--- src/rtl/spi_master_ctrl_if.sv ---
// Requester-side bundle of spi_master_ctrl: transaction request in, status and read data out.
interface spi_master_ctrl_if #(
    parameter int DATA_W = 8,
    parameter int ADDR_W = 8
);
    logic              start;
    logic              wr;
    logic [ADDR_W-1:0] addr;
    logic [DATA_W-1:0] din;
    logic [DATA_W-1:0] dout;
    logic              busy;
    logic              done;
    logic              err;

    modport master (output start, wr, addr, din, input dout, busy, done, err);
    modport slave  (input start, wr, addr, din, output dout, busy, done, err);
endinterface

--- src/rtl/spi_master_ctrl.sv ---
// SPI mode-0 master: one {data, addr, wr} frame out LSB-first, optional data word back,
// with address range check and handshake timeout.
module spi_master_ctrl #(
    parameter int DATA_W    = 8,
    parameter int ADDR_W    = 8,
    parameter int MEM_DEPTH = 32,
    parameter int CLK_DIV   = 2,
    parameter int TIMEOUT   = 64
) (
    input  logic             clk,
    input  logic             rst,
    spi_master_ctrl_if.slave bus,
    output logic             cs_n,
    output logic             sclk,
    output logic             mosi,
    input  logic             miso,
    input  logic             ready,
    input  logic             op_done
);
    localparam int FRAME_W = 1 + ADDR_W + DATA_W;
    localparam int N_RD    = 1 + ADDR_W;
    localparam int CNT_MAX = (FRAME_W > TIMEOUT) ? FRAME_W : TIMEOUT;
    localparam int CNT_W   = $clog2(CNT_MAX + 1);
    localparam int PH_W    = $clog2(2 * CLK_DIV);

    localparam logic [PH_W-1:0]  PH_RISE = PH_W'(CLK_DIV - 1);
    localparam logic [PH_W-1:0]  PH_LAST = PH_W'(2 * CLK_DIV - 1);
    localparam logic [CNT_W-1:0] LAST_WR = CNT_W'(FRAME_W - 1);
    localparam logic [CNT_W-1:0] LAST_RD = CNT_W'(N_RD - 1);
    localparam logic [CNT_W-1:0] LAST_RX = CNT_W'(DATA_W - 1);
    localparam logic [CNT_W-1:0] TMO     = CNT_W'(TIMEOUT);
    localparam logic [31:0]      DEPTH_U = 32'(MEM_DEPTH);

    localparam logic [2:0] S_IDLE     = 3'd0;
    localparam logic [2:0] S_CHECK    = 3'd1;
    localparam logic [2:0] S_SEND     = 3'd2;
    localparam logic [2:0] S_WAIT_OP  = 3'd3;
    localparam logic [2:0] S_WAIT_RDY = 3'd4;
    localparam logic [2:0] S_RECV     = 3'd5;
    localparam logic [2:0] S_DONE     = 3'd6;
    localparam logic [2:0] S_ERROR    = 3'd7;

    logic [2:0]         state_r;
    logic [FRAME_W-1:0] frame_r;
    logic               wr_r;
    logic [PH_W-1:0]    ph_r;
    logic [CNT_W-1:0]   cnt_r;
    logic [DATA_W-1:0]  rx_r;
    logic [DATA_W-1:0]  dout_r;
    logic               busy_r;
    logic               done_r;
    logic               err_r;
    logic               cs_n_r;
    logic               sclk_r;
    logic               mosi_r;

    logic [CNT_W-1:0]   cnt_inc_s;
    logic               send_last_s;
    logic               hs_s;
    logic               addr_ok_s;

    assign cnt_inc_s   = cnt_r + CNT_W'(1);
    assign send_last_s = (cnt_r == (wr_r ? LAST_WR : LAST_RD));
    assign hs_s        = (state_r == S_WAIT_OP) ? op_done : ready;
    // The address field sits just above the wr bit until SEND starts shifting.
    assign addr_ok_s   = (32'(frame_r[ADDR_W:1]) < DEPTH_U);

    assign bus.dout = dout_r;
    assign bus.busy = busy_r;
    assign bus.done = done_r;
    assign bus.err  = err_r;
    assign cs_n     = cs_n_r;
    assign sclk     = sclk_r;
    assign mosi     = mosi_r;

    // Transaction sequencer, serial timing generator and output registers.
    always_ff @(posedge clk or posedge rst) begin
        if (rst) begin
            state_r <= S_IDLE;
            frame_r <= '0;
            wr_r    <= 1'b0;
            ph_r    <= '0;
            cnt_r   <= '0;
            rx_r    <= '0;
            dout_r  <= '0;
            busy_r  <= 1'b0;
            done_r  <= 1'b0;
            err_r   <= 1'b0;
            cs_n_r  <= 1'b1;
            sclk_r  <= 1'b0;
            mosi_r  <= 1'b0;
        end else begin
            case (state_r)
                S_IDLE: begin
                    if (bus.start) begin
                        frame_r <= {bus.din, bus.addr, bus.wr};
                        wr_r    <= bus.wr;
                        busy_r  <= 1'b1;
                        state_r <= S_CHECK;
                    end
                end
                S_CHECK: begin
                    if (addr_ok_s) begin
                        cs_n_r  <= 1'b0;
                        mosi_r  <= frame_r[0];
                        frame_r <= frame_r >> 1;
                        ph_r    <= '0;
                        cnt_r   <= '0;
                        state_r <= S_SEND;
                    end else begin
                        done_r  <= 1'b1;
                        err_r   <= 1'b1;
                        busy_r  <= 1'b0;
                        state_r <= S_ERROR;
                    end
                end
                S_SEND: begin
                    if (ph_r == PH_LAST) begin
                        ph_r   <= '0;
                        sclk_r <= 1'b0;
                        if (send_last_s) begin
                            cs_n_r  <= 1'b1;
                            mosi_r  <= 1'b0;
                            cnt_r   <= '0;
                            state_r <= wr_r ? S_WAIT_OP : S_WAIT_RDY;
                        end else begin
                            cnt_r   <= cnt_inc_s;
                            mosi_r  <= frame_r[0];
                            frame_r <= frame_r >> 1;
                        end
                    end else begin
                        ph_r   <= ph_r + PH_W'(1);
                        sclk_r <= (ph_r >= PH_RISE);
                    end
                end
                S_WAIT_OP, S_WAIT_RDY: begin
                    // A handshake in the expiring cycle still wins over the timeout.
                    if (hs_s) begin
                        if (state_r == S_WAIT_OP) begin
                            done_r  <= 1'b1;
                            busy_r  <= 1'b0;
                            state_r <= S_DONE;
                        end else begin
                            cs_n_r  <= 1'b0;
                            ph_r    <= '0;
                            cnt_r   <= '0;
                            state_r <= S_RECV;
                        end
                    end else if (cnt_inc_s == TMO) begin
                        done_r  <= 1'b1;
                        err_r   <= 1'b1;
                        busy_r  <= 1'b0;
                        state_r <= S_ERROR;
                    end else begin
                        cnt_r <= cnt_inc_s;
                    end
                end
                S_RECV: begin
                    if (ph_r == PH_RISE) begin
                        rx_r <= {miso, rx_r[DATA_W-1:1]};
                    end
                    if (ph_r == PH_LAST) begin
                        ph_r   <= '0;
                        sclk_r <= 1'b0;
                        if (cnt_r == LAST_RX) begin
                            cs_n_r  <= 1'b1;
                            dout_r  <= rx_r;
                            done_r  <= 1'b1;
                            busy_r  <= 1'b0;
                            state_r <= S_DONE;
                        end else begin
                            cnt_r <= cnt_inc_s;
                        end
                    end else begin
                        ph_r   <= ph_r + PH_W'(1);
                        sclk_r <= (ph_r >= PH_RISE);
                    end
                end
                S_DONE, S_ERROR: begin
                    done_r  <= 1'b0;
                    err_r   <= 1'b0;
                    state_r <= S_IDLE;
                end
                default: begin
                    state_r <= S_IDLE;
                    busy_r  <= 1'b0;
                    done_r  <= 1'b0;
                    err_r   <= 1'b0;
                    cs_n_r  <= 1'b1;
                    sclk_r  <= 1'b0;
                    mosi_r  <= 1'b0;
                end
            endcase
        end
    end
endmodule

--- src/flat_wrapper.sv ---
// flat-port wrapper written by rule: the top's interface ports become plain ports
module spi_master_ctrl_flat 
#(
    parameter int DATA_W    = 8,
    parameter int ADDR_W    = 8,
    parameter int MEM_DEPTH = 32,
    parameter int CLK_DIV   = 2,
    parameter int TIMEOUT   = 64
)
  (clk, rst, cs_n, sclk, mosi, miso, ready, op_done, bus_start, bus_wr, bus_addr, bus_din, bus_dout, bus_busy, bus_done, bus_err);
  spi_master_ctrl_if #(.DATA_W(DATA_W), .ADDR_W(ADDR_W)) bus_i ();
  input  logic clk;
  input  logic rst;
  output logic cs_n;
  output logic sclk;
  output logic mosi;
  input  logic miso;
  input  logic ready;
  input  logic op_done;
  input wire logic [$bits(bus_i.start)-1:0] bus_start;
  input wire logic [$bits(bus_i.wr)-1:0] bus_wr;
  input wire logic [$bits(bus_i.addr)-1:0] bus_addr;
  input wire logic [$bits(bus_i.din)-1:0] bus_din;
  output wire logic [$bits(bus_i.dout)-1:0] bus_dout;
  output wire logic [$bits(bus_i.busy)-1:0] bus_busy;
  output wire logic [$bits(bus_i.done)-1:0] bus_done;
  output wire logic [$bits(bus_i.err)-1:0] bus_err;
  assign bus_i.start = bus_start;
  assign bus_i.wr = bus_wr;
  assign bus_i.addr = bus_addr;
  assign bus_i.din = bus_din;
  assign bus_dout = bus_i.dout;
  assign bus_busy = bus_i.busy;
  assign bus_done = bus_i.done;
  assign bus_err = bus_i.err;
  spi_master_ctrl #(.DATA_W(DATA_W), .ADDR_W(ADDR_W), .MEM_DEPTH(MEM_DEPTH), .CLK_DIV(CLK_DIV), .TIMEOUT(TIMEOUT)) u_core (.clk(clk), .rst(rst), .bus(bus_i), .cs_n(cs_n), .sclk(sclk), .mosi(mosi), .miso(miso), .ready(ready), .op_done(op_done));
endmodule
--- config.mk ---
export PLATFORM = sky130hd
export DESIGN_NAME = spi_master_ctrl_flat
export DESIGN_NICKNAME = d
export VERILOG_FILES = /design/src/rtl/spi_master_ctrl_if.sv /design/src/rtl/spi_master_ctrl.sv /design/src/flat_wrapper.sv
export SDC_FILE = /design/constraint.sdc
export NUM_CORES = 1
export LEC_CHECK = 0
export CORE_MARGIN = 8
export CORE_UTILIZATION = 30
export CTS_BUF_LIST = sky130_fd_sc_hd__clkbuf_4 sky130_fd_sc_hd__clkbuf_8
export CTS_CLUSTER_DIAMETER = 60
export DETAILED_ROUTE_END_ITERATION = 6
export GPL_ROUTABILITY_DRIVEN = 0
export PLACE_DENSITY = 0.55
export SLEW_MARGIN = 40
export SYNTH_ARGS = -nofsm -noshare
export SYNTH_HDL_FRONTEND = slang
export SYNTH_SLANG_ARGS = --single-unit
--- constraint.sdc ---
create_clock -name clk -period 2.8 [get_ports clk]
set_input_delay 0.56 -clock clk [delete_from_list [all_inputs] [get_ports clk]]
set_output_delay 0.56 -clock clk [all_outputs]
set_load 0.01 [all_outputs]
==> results of run 1 <==
through the flow:
stage	util, %	std cells	hold slack (ps)
3_3_place_gp	36.54	436	484.8
6_report	37.53	444	511.2
3_5_place_dp	36.54	436	485.9
5_1_grt	37.53	444	524.8
2_1_floorplan	-	278	466.5
4_1_cts	37.53	444	512.1
synthesized netlist by cell type (all sizes together) (2+ instances only):
library cell	instances	area (um^2)
o211ai	2	20.02
clkbuf	6	22.52
mux2i	18	180.2
nand3b	5	37.54
o21a	2	15.01
or2	2	12.51
o22ai	4	25.02
or3	2	17.52
inv	14	52.55
nor2	29	123.9
nand3	5	30.03
nor3b	2	20.02
a211o	3	27.53
nand4	2	12.51
nor4b	2	17.52
nor3	5	25.02
o31ai	2	15.01
o21ai	9	45.04
mux2	21	240.2
o221ai	3	26.28
nand2	14	52.55
a21oi	25	128.9
a2111oi	2	55.05
nand2b	5	31.28
a32o	2	20.02
a21boi	2	15.01
a211oi	4	30.03
ha	4	50.05
dfrtp	51	1276
or4b	2	20.02
a31oi	3	18.77
and2	2	13.77
buf	10	57.55
power breakdown:
part           internal, uW  switching (uW)
Clock                   188             263
Sequential             1010             260
Combinational           792             862
layout make-up:
type                            count  area, um^2
Fill cell                         958        5799
Multi-Input combinational cell    196        1448
Sequential cell                    52        1303
Timing Repair Buffer               45       427.9
Tap cell                          129       161.4
Clock buffer                        6       76.32
Inverter                           14       52.55
Clock inverter                      2       16.27
cell families after synthesis:
| family | Yosys count | share of synthesized area, % |
|---|---|---|
| simple gates | 83 | 16.36 |
| compound gates | 69 | 17.23 |
| buf+inv | 30 | 4.600 |
| xor+xnor | 1 | 0.3039 |
| mux | 39 | 14.58 |
| fa+ha+maj | 4 | 1.736 |
| flops | 52 | 45.18 |
worst max-delay path, delay by kind of cell, from the launching register on:
family          cells  cell delay, ps
compound gates      4            1160
fa+ha+maj           1             150
buf+inv             1             110
flops               1             430
simple gates        1             450
state kept, by name (all words and copies together) (netlist names), 2 cells and up:
register and cells:
u_core.bus.dout 8, u_core.cnt_r 7, u_core.frame_r 17, u_core.ph_r 2, u_core.rx_r 8, u_core.state_r 3
routing by layer:
| metal | part of all wire, % | global-route usage (%) |
|---|---|---|
| met5 | 0 | 0 |
| met4 | 0.85 | 3.194 |
| met3 | 4.3 | 2.430 |
| met2 | 45 | 15.65 |
| met1 | 50 | 14.20 |
how the worst max path moves through the flow:
stage	endpoint	cells after the start	start
floorplan	u_core.cnt_r[6]	6	u_core.cnt_r[0]
global placement	u_core.state_r[0]	6	op_done
detailed placement	u_core.state_r[0]	6	op_done
CTS	u_core.cnt_r[2]	7	u_core.cnt_r[0]
global route	u_core.cnt_r[2]	7	u_core.cnt_r[0]
finish	u_core.cnt_r[2]	7	u_core.cnt_r[0]
==> run metrics, run 1 <==
outcome=finished, final reports clean; Async SR Flop Fraction=100.0%; Power per Cell Area=969.7 mW/mm^2; number of antenna violations at the first check in global routing=0; R2R Path End=u_core.cnt_r[2]; Die H=114.0 um; Via Count=2,195; CTS Hold Bufs=0; Gate Count Post-Synth=278; Synth warnings=0; CP Cell Sequence=inv_1 > ha_1 > or4b_1 > a21oi_2 > o21ai_1 > a211o_1 > a32o_1; synthesized cell area=0.002883 mm^2; minimum clock period=2409 ps; flop-to-flop setup slack=390 ps; R2R Path Start=u_core.cnt_r[0]; post-CTS sizing=0; placed cell area=0.003392 mm^2; core footprint=0.009284 mm^2; level count of the clock H-tree=2; Die Footprint=0.01300 mm^2; Req. time, crit path=2990 ps; WP data arrival=2600 ps; Hold Path Origin=u_core.bus.err; Initial Util=31.05%; drt first pass iters=4; fmax=415.1 MHz; sequential-to-total area share from yosys stat=45.18%; post-synthesis register bit count=52; # diodes=0; crit share post-route=86.03%; final hold viol count=0; CTS tree=built; R2R depth=7; Horiz. Die Dim=114.0 um; Slew headroom=50.80%; Worst Hold Path Cells=1; worst slew pin tran=733.2 ps; Clock Skew=13.95 ps; Max Cap Viol=0; Netlist cell types=61; via density per instance=4.944; CTS Buf Count=5; largest net degree at the start of global routing=35; clk root buf=clkbuf_8; leading register cell type out of synthesis=dfrtp_1; vias in the first global route=2,209; Worst Hold End=u_core.bus.err; dpl hpwl=4659 um; Std-Cell Rows=35; ANT nets after route=0; commonest cells after routing, fill and taps aside=51 x dfrtp_1, 36 x clkdlybuf4s50_1, 27 x nor2_1, 24 x a21oi_1, 19 x mux2_2; clk_lat worst skew=310 ps; total power=3379 uW; num ports=37; most common cell after layout, fill and taps aside=dfrtp_1; DRC=0; Syn Area/Cell=10.37 um^2; RSZ-0062 raised after global routing=no; CP max FO=11; number of clock sinks=52; final-stage net count=341; Max Slew Vio Count=0; gr ovfl total=0; Syn Nets=305; Worst setup SP type=flop; Initial DRC Count=83; VDD IR-drop max=354.8 uV; final setup margin=391.2 ps; Post-synth EDFFs=0; CTS Buffer Depth=2; Design Area, Final=0.003485 mm^2; dpl ws=200.3 ps; fraction of layout cells with a size suffix above 1=17.46%; CTS clk-pin slew, worst paths=100 ps; postcts setup bufs=0; leakage=0.001427 uW; mean routed wirelength per cell=14.50 um; first-pass GRT wire length=11,060 um; worst min-delay path class=flop to flop; CP max stage delay=450 ps; layout overhead on the synthesized area=20.88%; Critical Path Slowest Stage Cell=or4b_1; Setup-failing EPs final=0; Port Buffer Count=36; Critical Path Sink Type=flop; setup_tns=0 ps; Worst Setup Path Type=flop to flop; GRT Total Usage=10.35%; Total Wirelength=6437 um
Power figures use the tool's default switching activity.
==> run 2, diff against run 1 <==
CORE_ASPECT_RATIO = 0.9   (was unset)
==> run metrics, run 2 (synthesized netlist as in run 1, its figures left out) <==
outcome=finished, final reports clean; flop-to-flop setup slack=450 ps; Max Cap Viol=0; fmax=424.8 MHz; clk root buf=clkbuf_8; layout overhead on the synthesized area=21.61%; final-stage net count=342; met1 global-route usage=14.32%; Setup-failing EPs final=0; placed cell area=0.003408 mm^2; combinational share of power=49.8%; postcts setup bufs=0; GRT Total Usage=10.20%; Critical Path Sink Type=flop; DRC=0; Horiz. Die Dim=119.3 um; Layout Cells excl Fill=442; internal power=2007 uW; register area=0.001303 mm^2; num ports=37; R2R depth=6; CTS Buf Count=5; mean routed wirelength per cell=14.63 um; Design Area, Final=0.003506 mm^2; Die Footprint=0.01301 mm^2; gr ovfl total=0; final hold viol count=0; Max Slew Vio Count=0; Largest register FFs=17; fraction of layout cells with a size suffix above 1=17.72%; Clk pwr share=13.7%; clk_lat worst skew=310 ps; R2R Path Start=u_core.cnt_r[1]; P_sw=1402 uW; Worst Setup Path Type=flop to flop; Req. time, crit path=3000 ps; Setup crit end=u_core.state_r[2]; hold_ws=496.1 ps; Clock Skew=7.836 ps; leakage=0.001444 uW; switch share=41.12%; VDD IR-drop max=310.5 uV; CTS Buffer Depth=2; Slew headroom=48.01%; worst slew pin tran=774.7 ps; total power=3409 uW; via density per instance=4.939; core footprint=0.009529 mm^2; dpl hpwl=4760 um; worst min-delay path class=flop to flop; Total Wirelength=6466 um; Initial Util=30.25%; vias in the first global route=2,165; # diodes=0; number of antenna violations at the first check in global routing=0; minimum clock period=2354 ps; setup_tns=0 ps; CP max FO=5; Die H=109.0 um; CTS clk-pin slew, worst paths=110 ps; largest net degree at the start of global routing=53; commonest cells after routing, fill and taps aside=51 x dfrtp_1, 36 x clkdlybuf4s50_1, 27 x nor2_1, 24 x a21oi_1, 19 x mux2_2; Critical Path Source=u_core.cnt_r[1]; crit share post-route=84.08%; RSZ-0062 raised after global routing=no; Reg power frac=36.5%; WP data arrival=2550 ps; Via Count=2,183; Power per Cell Area=972.3 mW/mm^2; most common cell after layout, fill and taps aside=dfrtp_1; DP Cell Count=434; Port Buffer Count=36; multi-input logic area=0.001448 mm^2; drt first pass iters=4; Std-Cell Rows=34; CTS Hold Bufs=0; fill count=990; first-pass GRT wire length=10,890 um; largest register by flop count=u_core.frame_r; level count of the clock H-tree=2; ANT nets after route=0; met3 Use GR=2.122%; GR Layer Usage met2=15.31%; R2R Path End=u_core.state_r[2]; CTS tree=built; number of clock sinks=52; Initial DRC Count=153; Worst setup SP type=flop; Most Crowded Layer GR=met2; post-CTS sizing=0
[run 2: changes by cell type in the layout (fill, tap and decap cells not counted)]
cell        change
clkbuf_4        -1
buf_12          +1
inv_6           +2
inv_8           +1
clkinv_4        -1
clkinvlp_4      -1
[run 2: power groups by stage]
| stage | clock network, uW | logic [uW] | registers, uW |
|---|---|---|---|
| finish | 465 | 1700 | 1250 |
| global placement | 0 | 1680 | 1260 |
| detailed placement | 0 | 1710 | 1260 |
| CTS | 490 | 1720 | 1250 |
| global route | 515 | 1880 | 1290 |
| floorplan | 0 | 1340 | 1190 |
[run 2: worst min-delay path by stage]
stage / from / to / slack (ps) / cells past startpoint
2_1_floorplan: u_core.frame_r[0] / u_core.mosi / 470 / 1
3_3_place_gp: u_core.bus.err / u_core.bus.err / 480 / 1
3_5_place_dp: u_core.bus.err / u_core.bus.err / 480 / 1
4_1_cts: u_core.bus.err / u_core.bus.err / 500 / 1
5_1_grt: u_core.bus.err / u_core.bus.err / 510 / 1
6_report: u_core.bus.err / u_core.bus.err / 500 / 1
[run 2: per-stage QoR]
step / setup WS [ps] / util, %
floorplan: 739.8 / -
global route: 247.0 / 36.79
detailed placement: 201.0 / 35.77
global placement: 251.1 / 35.77
finish: 445.8 / 36.79
CTS: 427.4 / 36.79
[run 2: layer usage]
layer	up-vias	share of wire, %
li1	1084	-
met2	30	45
met4	0	1.1
met5	-	0
met3	5	3.2
met1	1064	50
[run 2: critical path, stage by stage (launching register included)]
cell and delay (ps):
dfrtp_1 440, ha_1 230, nand3_2 110, o21ai_0 500, a211oi_1 210, o211ai_1 380, mux2_2 380
[run 2: final cells by class]
| class | count | area share [%] |
|---|---|---|
| repair buffers | 46 | 12.78 |
| clock buffers | 5 | 1.963 |
| multi-input cells | 196 | 41.29 |
| well taps | 126 | 4.497 |
| inverters | 14 | 1.499 |
| clock inverters | 3 | 0.8208 |
| flip-flops and latches | 52 | 37.15 |
==> run 3, diff against run 2 <==
clock period = 2.2 ns   (was 2.8 ns; I/O delays follow)
==> run metrics, run 3 (synthesized netlist as in run 1, its figures left out) <==
Clock Skew=5.879 ps; Worst Setup Path Type=input pin to flop; final hold viol count=0; Via Count=2,269; CTS Buffer Depth=2; hold_ws=421.7 ps; # diodes=0; final-stage net count=366; number of antenna violations at the first check in global routing=0; largest net degree at the start of global routing=35; Initial Util=30.25%; leakage=0.001569 uW; Port Buffer Count=36; fraction of layout cells with a size suffix above 1=24.71%; CTS tree=built; DRC=0; Std-Cell Rows=34; worst slew pin tran=402.6 ps; crit share post-route=96.74%; dpl hpwl=4994 um; minimum clock period=2128 ps; clk root buf=clkbuf_8; drt first pass iters=4; CP max FO=4; layout overhead on the synthesized area=29.69%; Initial DRC Count=128; mean routed wirelength per cell=14.54 um; number of clock sinks=52; Worst setup SP type=input pin; CTS Buf Count=5; CTS Hold Bufs=0; core footprint=0.009529 mm^2; Critical Path Sink Type=flop; worst min-delay path class=input pin to async pin; vias in the first global route=2,279; most common cell after layout, fill and taps aside=dfrtp_1; gr ovfl total=0; fmax=469.8 MHz; Max Slew Vio Count=0; Design Area, Final=0.003739 mm^2; num ports=37; Die H=109.0 um; Largest register FFs=17; ANT nets after route=0; Power per Cell Area=1241 mW/mm^2; Horiz. Die Dim=119.3 um; WP data arrival=2330 ps; Setup-failing EPs final=0; via density per instance=4.869; post-layout util=39.23%; Max Cap Viol=0; outcome=finished, final reports clean; GRT Total Usage=10.72%; multi-input logic area=0.001475 mm^2; register area=0.001304 mm^2; largest register by flop count=u_core.frame_r; first-pass GRT wire length=11,300 um; Total Wirelength=6775 um; fill count=964; Die Footprint=0.01301 mm^2; Req. time, crit path=2400 ps; placed cell area=0.003598 mm^2; level count of the clock H-tree=2; clk_lat worst skew=310 ps; commonest cells after routing, fill and taps aside=50 x dfrtp_1, 36 x clkdlybuf4s50_1, 31 x buf_4, 27 x nor2_1, 24 x a21oi_1; Slew headroom=72.95%; VDD IR-drop max=473.8 uV; CTS clk-pin slew, worst paths=100 ps
run 3: layout make-up:
cell class              count  area share, %
clock buffers               5          1.841
clock inverters             3         0.7363
inverters                  14          1.406
multi-input cells         196          39.46
flip-flops and latches     52          34.87
well taps                 126          4.217
repair buffers             70          17.47
run 3: metrics by stage:
step | std cells | power [uW] | setup slack [ps] | setup TNS (ps)
2_1_floorplan | 278 | 3223 | 139.8 | 0
3_3_place_gp | 456 | 4016 | -238.1 | -838.0
3_5_place_dp | 456 | 4046 | -272.8 | -1341
4_1_cts | 464 | 4663 | 10.65 | 0
5_1_grt | 466 | 5018 | -1.533 | -1.533
6_report | 466 | 4640 | 71.65 | 0
run 3: path summary, 6_finish.rpt:
kind                            slack (ps)            endpoint             from  cells after the start
min in group clk                       500      u_core.bus.err   u_core.bus.err                      1
worst min-delay path                   420  u_core.bus.dout[6]              rst                      2
worst max register to register         110  u_core.frame_r[16]  u_core.cnt_r[0]                     10
worst max-delay path                    70   u_core.state_r[0]          op_done                      6
worst min register to register         500      u_core.bus.err   u_core.bus.err                      1
max in group asynchronous             1250      u_core.rx_r[7]              rst                      3
run 3: repair_timing:
item / in CTS / in global routing
buffers inserted: 0 / 2
pin swaps: 0 / 2
resized for setup: 1 / 5
setup endpoints to repair: 1 / 10
run 3: per-layer routing:
metal	vias up	GRT usage (%)	part of all wire, %
met1	1089	14.33	49
li1	1126	-	-
met3	7	2.640	3.6
met5	-	0	0
met2	47	17.03	46
met4	0	2.939	1.3
run 3: report_power, final:
| part | internal, uW | total, uW | switching [uW] |
|---|---|---|---|
| Clock | 235 | 588 | 354 |
| Combinational | 1260 | 2530 | 1270 |
| Sequential | 1290 | 1520 | 229 |
| Total | 2790 | 4640 | 1850 |
run 3: worst max-delay path, stage by stage:
cell             delay (ps)
clkdlybuf4s50_1         500
and4bb_2                280
or2_2                   310
a221oi_1                240
o211ai_1                210
mux2_1                  350
